==> config.mk <==
export PLATFORM = sky130hd
export DESIGN_NAME = dcmac_reset_seq
export DESIGN_NICKNAME = d
export VERILOG_FILES = /design/src/rtl/dcmac_reset_seq.sv
export SDC_FILE = /design/constraint.sdc
export NUM_CORES = 1
export LEC_CHECK = 0
export ABC_CLOCK_PERIOD_IN_PS = 5000
export BUFFER_PORTS_ARGS = -buffer_cell sky130_fd_sc_hd__buf_2
export CAP_MARGIN = 20
export CELL_PAD_IN_SITES_DETAIL_PLACEMENT = 0
export CELL_PAD_IN_SITES_GLOBAL_PLACEMENT = 2
export CORE_MARGIN = 3
export CORE_UTILIZATION = 36
export CTS_CLUSTER_SIZE = 10
export DETAILED_ROUTE_END_ITERATION = 6
export GPL_ROUTABILITY_DRIVEN = 0
export HOLD_SLACK_MARGIN = 0.15
export PLACE_DENSITY = 0.83
export SLEW_MARGIN = 30
export SYNTH_ARGS = -nofsm -noshare
export SYNTH_HDL_FRONTEND = slang
export SYNTH_SLANG_ARGS = --single-unit
==> constraint.sdc <==
create_clock -name clk -period 5 [get_ports clk]
set_clock_uncertainty 0.1 [all_clocks]
set_input_delay 0.5 -clock clk [delete_from_list [all_inputs] [get_ports clk]]
set_output_delay 0.5 -clock clk [all_outputs]
set_load 0.1 [all_outputs]
==> src/rtl/dcmac_reset_seq.sv <==
// dcmac_reset_seq
//
// Multi-port DCMAC reset sequencer behind a small register map. A register
// write queues a global reset or one or more per-port RX datapath resets.
// The sequencer then runs the queued resets one at a time. Each one is a
// fixed-width GT reset pulse followed by a bounded wait for the matching
// reset-done. A completion increments SEQ_COUNT; an expired wait sets a
// sticky TIMEOUT bit.
//
// Ports
//   clk, reset              sole clock; asynchronous active-high reset
//   wr_en/wr_idx/wr_data    single-cycle register write strobe
//   wr_ack/wr_resp          registered write response (OKAY=0, DECERR=3)
//   rd_en/rd_idx            single-cycle register read strobe
//   rd_valid/rd_data/rd_resp registered read response, data zero-extended
//   gt_loopback             GT loopback mode (LOOPBACK register)
//   gt_reset_all            global GT reset pulse
//   gt_reset_rx_datapath    per-port RX datapath reset pulse
//   rx_reset_done           per-port RX reset complete (synchronous)
//   tx_reset_done           per-port TX reset complete (synchronous)
//
// Register map
//   0 LOOPBACK  RW  [LB_W-1:0]
//   1 RESET_ALL W: bit0 queues a global reset; R: {busy, all_pend}
//   2 RX_REQ    W: OR into rx_pend;            R: rx_pend
//   3 RX_DONE   RO  rx_reset_done
//   4 TX_DONE   RO  tx_reset_done
//   5 TIMEOUT   W1C sticky, bit PORTS = global reset
//   6 SEQ_COUNT RO  saturating 16-bit count of completed sequences

module dcmac_reset_seq #(
    parameter int PORTS          = 2,
    parameter int LB_W           = 3,
    parameter int PULSE_CYCLES   = 16,
    parameter int TIMEOUT_CYCLES = 100000
) (
    input  logic              clk,
    input  logic              reset,
    input  logic              wr_en,
    input  logic [7:0]        wr_idx,
    input  logic [31:0]       wr_data,
    output logic              wr_ack,
    output logic [1:0]        wr_resp,
    input  logic              rd_en,
    input  logic [7:0]        rd_idx,
    output logic              rd_valid,
    output logic [31:0]       rd_data,
    output logic [1:0]        rd_resp,
    output logic [LB_W-1:0]   gt_loopback,
    output logic              gt_reset_all,
    output logic [PORTS-1:0]  gt_reset_rx_datapath,
    input  logic [PORTS-1:0]  rx_reset_done,
    input  logic [PORTS-1:0]  tx_reset_done
);

    localparam int PW = (PORTS > 1) ? $clog2(PORTS) : 1;

    localparam logic [1:0] S_IDLE  = 2'd0;
    localparam logic [1:0] S_PULSE = 2'd1;
    localparam logic [1:0] S_WAIT  = 2'd2;

    localparam logic [7:0] R_LOOPBACK  = 8'd0;
    localparam logic [7:0] R_RESET_ALL = 8'd1;
    localparam logic [7:0] R_RX_REQ    = 8'd2;
    localparam logic [7:0] R_RX_DONE   = 8'd3;
    localparam logic [7:0] R_TX_DONE   = 8'd4;
    localparam logic [7:0] R_TIMEOUT   = 8'd5;
    localparam logic [7:0] R_SEQ_COUNT = 8'd6;

    localparam logic [1:0] RESP_OKAY   = 2'd0;
    localparam logic [1:0] RESP_DECERR = 2'd3;

    // Counters load N-1 and the phase ends on the cycle the count is zero,
    // giving exactly N cycles in PULSE and at most N cycles in WAIT.
    localparam logic [31:0] PULSE_LOAD   = 32'(PULSE_CYCLES - 1);
    localparam logic [31:0] TIMEOUT_LOAD = 32'(TIMEOUT_CYCLES - 1);

    logic [1:0]       state;
    logic [31:0]      cnt;
    logic             tgt_all;
    logic [PW-1:0]    tgt_port;
    logic             all_pend;
    logic [PORTS-1:0] rx_pend;
    logic [PORTS:0]   timeout_q;
    logic [15:0]      seq_count;
    logic             busy;

    // Upper write-data bits have no register behind them.
    logic unused_wr_data;
    assign unused_wr_data = ^wr_data;

    assign busy = (state != S_IDLE);

    // ------------------------------------------------------------------
    // Pending-port selection: lowest set bit of rx_pend
    // ------------------------------------------------------------------
    logic [PORTS-1:0] pend_onehot;
    logic [PW-1:0]    pend_idx;

    assign pend_onehot = rx_pend & (~rx_pend + 1'b1);

    always_comb begin
        pend_idx = '0;
        for (int i = PORTS - 1; i >= 0; i--) begin
            if (rx_pend[i]) pend_idx = PW'(i);
        end
    end

    // ------------------------------------------------------------------
    // Sequencer decisions
    // ------------------------------------------------------------------
    logic done_now;
    logic launch_all, launch_port, pulse_end, seq_ok, seq_to;

    assign done_now = tgt_all ? ((&rx_reset_done) & (&tx_reset_done))
                              : rx_reset_done[tgt_port];

    always_comb begin
        launch_all  = 1'b0;
        launch_port = 1'b0;
        pulse_end   = 1'b0;
        seq_ok      = 1'b0;
        seq_to      = 1'b0;
        case (state)
            S_IDLE: begin
                if (all_pend)      launch_all  = 1'b1;
                else if (|rx_pend) launch_port = 1'b1;
            end
            S_PULSE: pulse_end = (cnt == '0);
            S_WAIT: begin
                // A done seen on the last WAIT cycle still counts as success.
                if (done_now)         seq_ok = 1'b1;
                else if (cnt == '0)   seq_to = 1'b1;
            end
            default: ;
        endcase
    end

    // ------------------------------------------------------------------
    // Register write decode
    // ------------------------------------------------------------------
    logic             wr_lb, wr_all, wr_rx, wr_to, wr_valid_idx;
    logic [PORTS-1:0] rx_clr, rx_set;
    logic [PORTS:0]   to_clr, to_set;

    assign wr_valid_idx = (wr_idx <= R_SEQ_COUNT);
    assign wr_lb  = wr_en && (wr_idx == R_LOOPBACK);
    assign wr_all = wr_en && (wr_idx == R_RESET_ALL);
    assign wr_rx  = wr_en && (wr_idx == R_RX_REQ);
    assign wr_to  = wr_en && (wr_idx == R_TIMEOUT);

    assign rx_clr = launch_port ? pend_onehot : '0;
    assign rx_set = wr_rx ? wr_data[PORTS-1:0] : '0;
    assign to_clr = wr_to ? wr_data[PORTS:0] : '0;

    always_comb begin
        to_set = '0;
        if (seq_to) begin
            if (tgt_all) to_set[PORTS]    = 1'b1;
            else         to_set[tgt_port] = 1'b1;
        end
    end

    // Sets are ORed in after clears so a coincident set always wins.
    always_ff @(posedge clk or posedge reset) begin
        if (reset) begin
            gt_loopback <= '0;
            all_pend    <= 1'b0;
            rx_pend     <= '0;
            timeout_q   <= '0;
            seq_count   <= '0;
        end else begin
            if (wr_lb) gt_loopback <= wr_data[LB_W-1:0];
            all_pend  <= (all_pend & ~launch_all) | (wr_all & wr_data[0]);
            rx_pend   <= (rx_pend & ~rx_clr) | rx_set;
            timeout_q <= (timeout_q & ~to_clr) | to_set;
            if (seq_ok && (seq_count != 16'hFFFF)) seq_count <= seq_count + 16'd1;
        end
    end

    // ------------------------------------------------------------------
    // Sequencer state and reset outputs
    // ------------------------------------------------------------------
    always_ff @(posedge clk or posedge reset) begin
        if (reset) begin
            state                <= S_IDLE;
            cnt                  <= '0;
            tgt_all              <= 1'b0;
            tgt_port             <= '0;
            gt_reset_all         <= 1'b0;
            gt_reset_rx_datapath <= '0;
        end else begin
            case (state)
                S_IDLE: begin
                    if (launch_all) begin
                        tgt_all      <= 1'b1;
                        gt_reset_all <= 1'b1;
                        cnt          <= PULSE_LOAD;
                        state        <= S_PULSE;
                    end else if (launch_port) begin
                        tgt_all              <= 1'b0;
                        tgt_port             <= pend_idx;
                        gt_reset_rx_datapath <= pend_onehot;
                        cnt                  <= PULSE_LOAD;
                        state                <= S_PULSE;
                    end
                end
                S_PULSE: begin
                    if (pulse_end) begin
                        gt_reset_all         <= 1'b0;
                        gt_reset_rx_datapath <= '0;
                        cnt                  <= TIMEOUT_LOAD;
                        state                <= S_WAIT;
                    end else begin
                        cnt <= cnt - 32'd1;
                    end
                end
                S_WAIT: begin
                    if (seq_ok || seq_to) state <= S_IDLE;
                    else                  cnt   <= cnt - 32'd1;
                end
                default: state <= S_IDLE;
            endcase
        end
    end

    // ------------------------------------------------------------------
    // Register read mux and responses
    // ------------------------------------------------------------------
    logic [31:0] rd_mux;
    logic        rd_err;

    always_comb begin
        rd_mux = '0;
        rd_err = 1'b0;
        case (rd_idx)
            R_LOOPBACK:  rd_mux = 32'(gt_loopback);
            R_RESET_ALL: rd_mux = {30'd0, busy, all_pend};
            R_RX_REQ:    rd_mux = 32'(rx_pend);
            R_RX_DONE:   rd_mux = 32'(rx_reset_done);
            R_TX_DONE:   rd_mux = 32'(tx_reset_done);
            R_TIMEOUT:   rd_mux = 32'(timeout_q);
            R_SEQ_COUNT: rd_mux = {16'd0, seq_count};
            default:     rd_err = 1'b1;
        endcase
    end

    always_ff @(posedge clk or posedge reset) begin
        if (reset) begin
            wr_ack   <= 1'b0;
            wr_resp  <= RESP_OKAY;
            rd_valid <= 1'b0;
            rd_data  <= '0;
            rd_resp  <= RESP_OKAY;
        end else begin
            wr_ack   <= wr_en;
            wr_resp  <= (wr_en && !wr_valid_idx) ? RESP_DECERR : RESP_OKAY;
            rd_valid <= rd_en;
            rd_data  <= rd_en ? rd_mux : '0;
            rd_resp  <= (rd_en && rd_err) ? RESP_DECERR : RESP_OKAY;
        end
    end

endmodule

==> results.yml <==
global_routing:
  grt_use_total_pct: 15.7
  busiest_layer: "met2"
  grt_pass1_vias: 3323
  use_met1_pct: 20.7
  gr-usage-met3_pct: 4.04
  antenna_found_initial: 0
  overflow: 0
  grt_max_degree: 57
  met2_usage_pct: 24.6
  grt_pass1_wl_um: 16600
clocking:
  htreeDepth: 3
  cts_resized: 0
  clock_latency_ps: 350
  cts.sinks: 84
  clock_path_buffers: 2
  cts_tree: "done"
  clkTransAtPathRegs_ps: 60
  numCtsBuffers: 9
  cts_setup_buffers: 0
  clockRootBuffer: "clkbuf_16"
  cts_hold_buf: 1
placement:
  post-dp-hpwl_um: 6930
  dpl.cell_count: 635
  pre_cts_ws_ps: 1440
  port_buffers: 54
power_and_ir_drop:
  p_per_area_nw_per_um2: 490
  peakVddDrop_uv: 218
  power_leakage_nw: 2.36
cells_and_area:
  layout_commonest_cell: "dfrtp_1"
  final_cells: 652
  final_util_pct: 42.8
  layout.nets: 566
  fillCellCount: 1151
  multi_input_area_sq_um: 2070
  antenna_cells: 0
  final_cell_mix: "dfrtp_1, buf_2, nor2_1"
  area_growth_pct: 13.8
  seqCellArea_sq_um: 2100
  drive_gt1_share_pct: 18.9
logic_synthesis:
  ys_ff_latch: 84
  ys.flop_type: "dfrtp_1"
  synth.yosys.seq_area_share_pct: 47.9
  synth_edf_count: 0
  yosysUniqueCellTypes: 57
  yosysWarnings: 0
  synthCells: 457
  synth_area_sq_um: 4390
  postSynthAreaPerCell_sq_um: 9.60
  postSynth.asyncResetShare_pct: 100
critical_path:
  path_class: "flop to flop"
  end_kind: "flop"
  reg2reg_depth: 7
  worstPathMaxFanout: 10
  crit_chain: "or4_4 > or4b_4 > nor4_4 > a21o_1 > buf_4 > nor2_1 > a32o_1"
  crit_arrival_ps: 3700
  start_kind: "flop"
  crit_required_ps: 5140
  crit_slowest_cell: "or4b_4"
  r2r_slack_ps: 1440
  critPathMaxStageDelay_ps: 610
die:
  die-area_sq_um: 13500
  rows: 39
  dieWidth_um: 116
  dieHeight_um: 116
  ios: 100
  start_util_pct: 37.6
  core_area_sq_um: 11700
flow_run:
  max_cap_viol_count: 0
sta:
  setup_viol: 0
  max_freq_mhz: 281
  post-route-period-util_pct: 71.3
  slew_viol_final: 0
  min_period_ps: 3560
  hold_viol_final: 0
  max-slew-margin-rel_pct: 42.4
  fin_ws_ps: 1440
  worstMarginPinSlew_ps: 864
  fin_tns_setup_ps: 0
  rsz0062_at_grt: "false"
drt:
  initialDrtViolationCount: 194
  vias_per_cell: 5.26
  final_antenna_net_count: 0
  drt-wirelength-per-cell_um: 14.9
  drc: 0
  drtPass1Iterations: 4
  vias: 3432
  wl_um: 9730
hold_path:
  hp-class: "primary input to flop"
  holdPathStages: 1
run_status:
  status: "finished clean"
-- path summary, 6_finish.rpt --
check | startpoint | end
setup / recovery | cnt[7] | cnt[10]
hold / removal | rd_en | rd_valid
setup reg to reg | cnt[7] | cnt[10]
hold reg to reg | cnt[17] | cnt[17]
max in group asynchronous | reset | cnt[27]
min in group asynchronous | reset | seq_count[9]
-- stage by stage --
| step | cell area [sq um] | hold slack, ps | power (W) |
|---|---|---|---|
| floorplan | 4440 | 345 | 0.00165 |
| global placement | 4690 | 366 | 0.00181 |
| finish | 4990 | 181 | 0.00245 |
| CTS | 4990 | 167 | 0.00248 |
| detailed placement | 4690 | 371 | 0.00183 |
| global route | 4990 | 172 | 0.00262 |
-- worst max-delay path, delay by kind of cell, from the launching register on --
kind                   cells  cell delay, ps
AOI/OAI and AO/OA          2             760
buffers and inverters      1             250
DFF                        1             450
and+or+nand+nor            4            1890
-- final cells by class --
cell class,instances,share of cell area [%]
sequential,84,42.1
multi-input combinational,336,41.4
timing repair buffer,57,5.91
clock buffer,9,4.51
tap,143,3.58
inverter,16,1.30
clock inverter,7,1.18
-- routing by layer --
layer / vias to the layer above / routed length, um
met2: 64 / 4510
met5: - / 0
met3: 13 / 366
met4: 0 / 192
li1: 1704 / -
met1: 1651 / 4650
-- state kept, by name, summed over array words and instances (netlist names) --
signal and count:
rd_data 16, all_pend 1, wr_ack 1, tgt_port 1
rx_pend 2, wr_resp 1, tgt_all 1, state 2
seq_count 16, rd_valid 1, cnt 32, gt_reset_all 1
gt_loopback 3, gt_reset_rx_datapath 2, rd_resp 1, timeout_q 3
-- Yosys cell counts, drive strengths merged (3+ instances only) --
cell	instances	area share, %
or2	3	0.43
nor2	38	3.3
nor2b	4	0.57
nand2	35	3.0
nor4	11	1.9
nand3	15	1.7
or3	14	2.1
clkbuf	13	1.1
o2bb2ai	4	0.80
a22o	8	1.6
xor2	3	0.60
and2	14	2.1
o21ai	36	4.4
a21oi	31	3.6
buf	23	4.0
a32o	3	0.68
or4	10	1.9
mux2	6	1.5
a31oi	9	1.3
inv	16	1.4
o31ai	3	0.83
nor3	21	2.5
xnor2	12	2.4
ha	6	1.7
dfrtp	84	48
nand4	5	0.71
o22a	3	0.60
nand2b	5	0.71
-- logic make-up (layout without fill, tap and decap cells) --
| group | count (synthesis) | count (layout) | synth area share [%] |
|---|---|---|---|
| AND/OR/NAND/NOR | 180 | 180 | 21.9 |
| AO/OA/AOI/OAI | 109 | 109 | 15.9 |
| flip-flops | 84 | 84 | 47.9 |
| buffers and inverters | 52 | 89 | 6.47 |
| XOR/XNOR | 15 | 15 | 2.99 |
| multiplexers | 10 | 10 | 3.02 |
| adder cells (fa/ha/maj) | 6 | 6 | 1.71 |
| other | 1 | 16 | 0.0855 |
-- power breakdown --
group | internal (W) | switching, W
Sequential | 0.000761 | 0.0000865
Clock | 0.000343 | 0.000293
Combinational | 0.000298 | 0.000665
No activity file was read; power rests on OpenSTA's default activity.
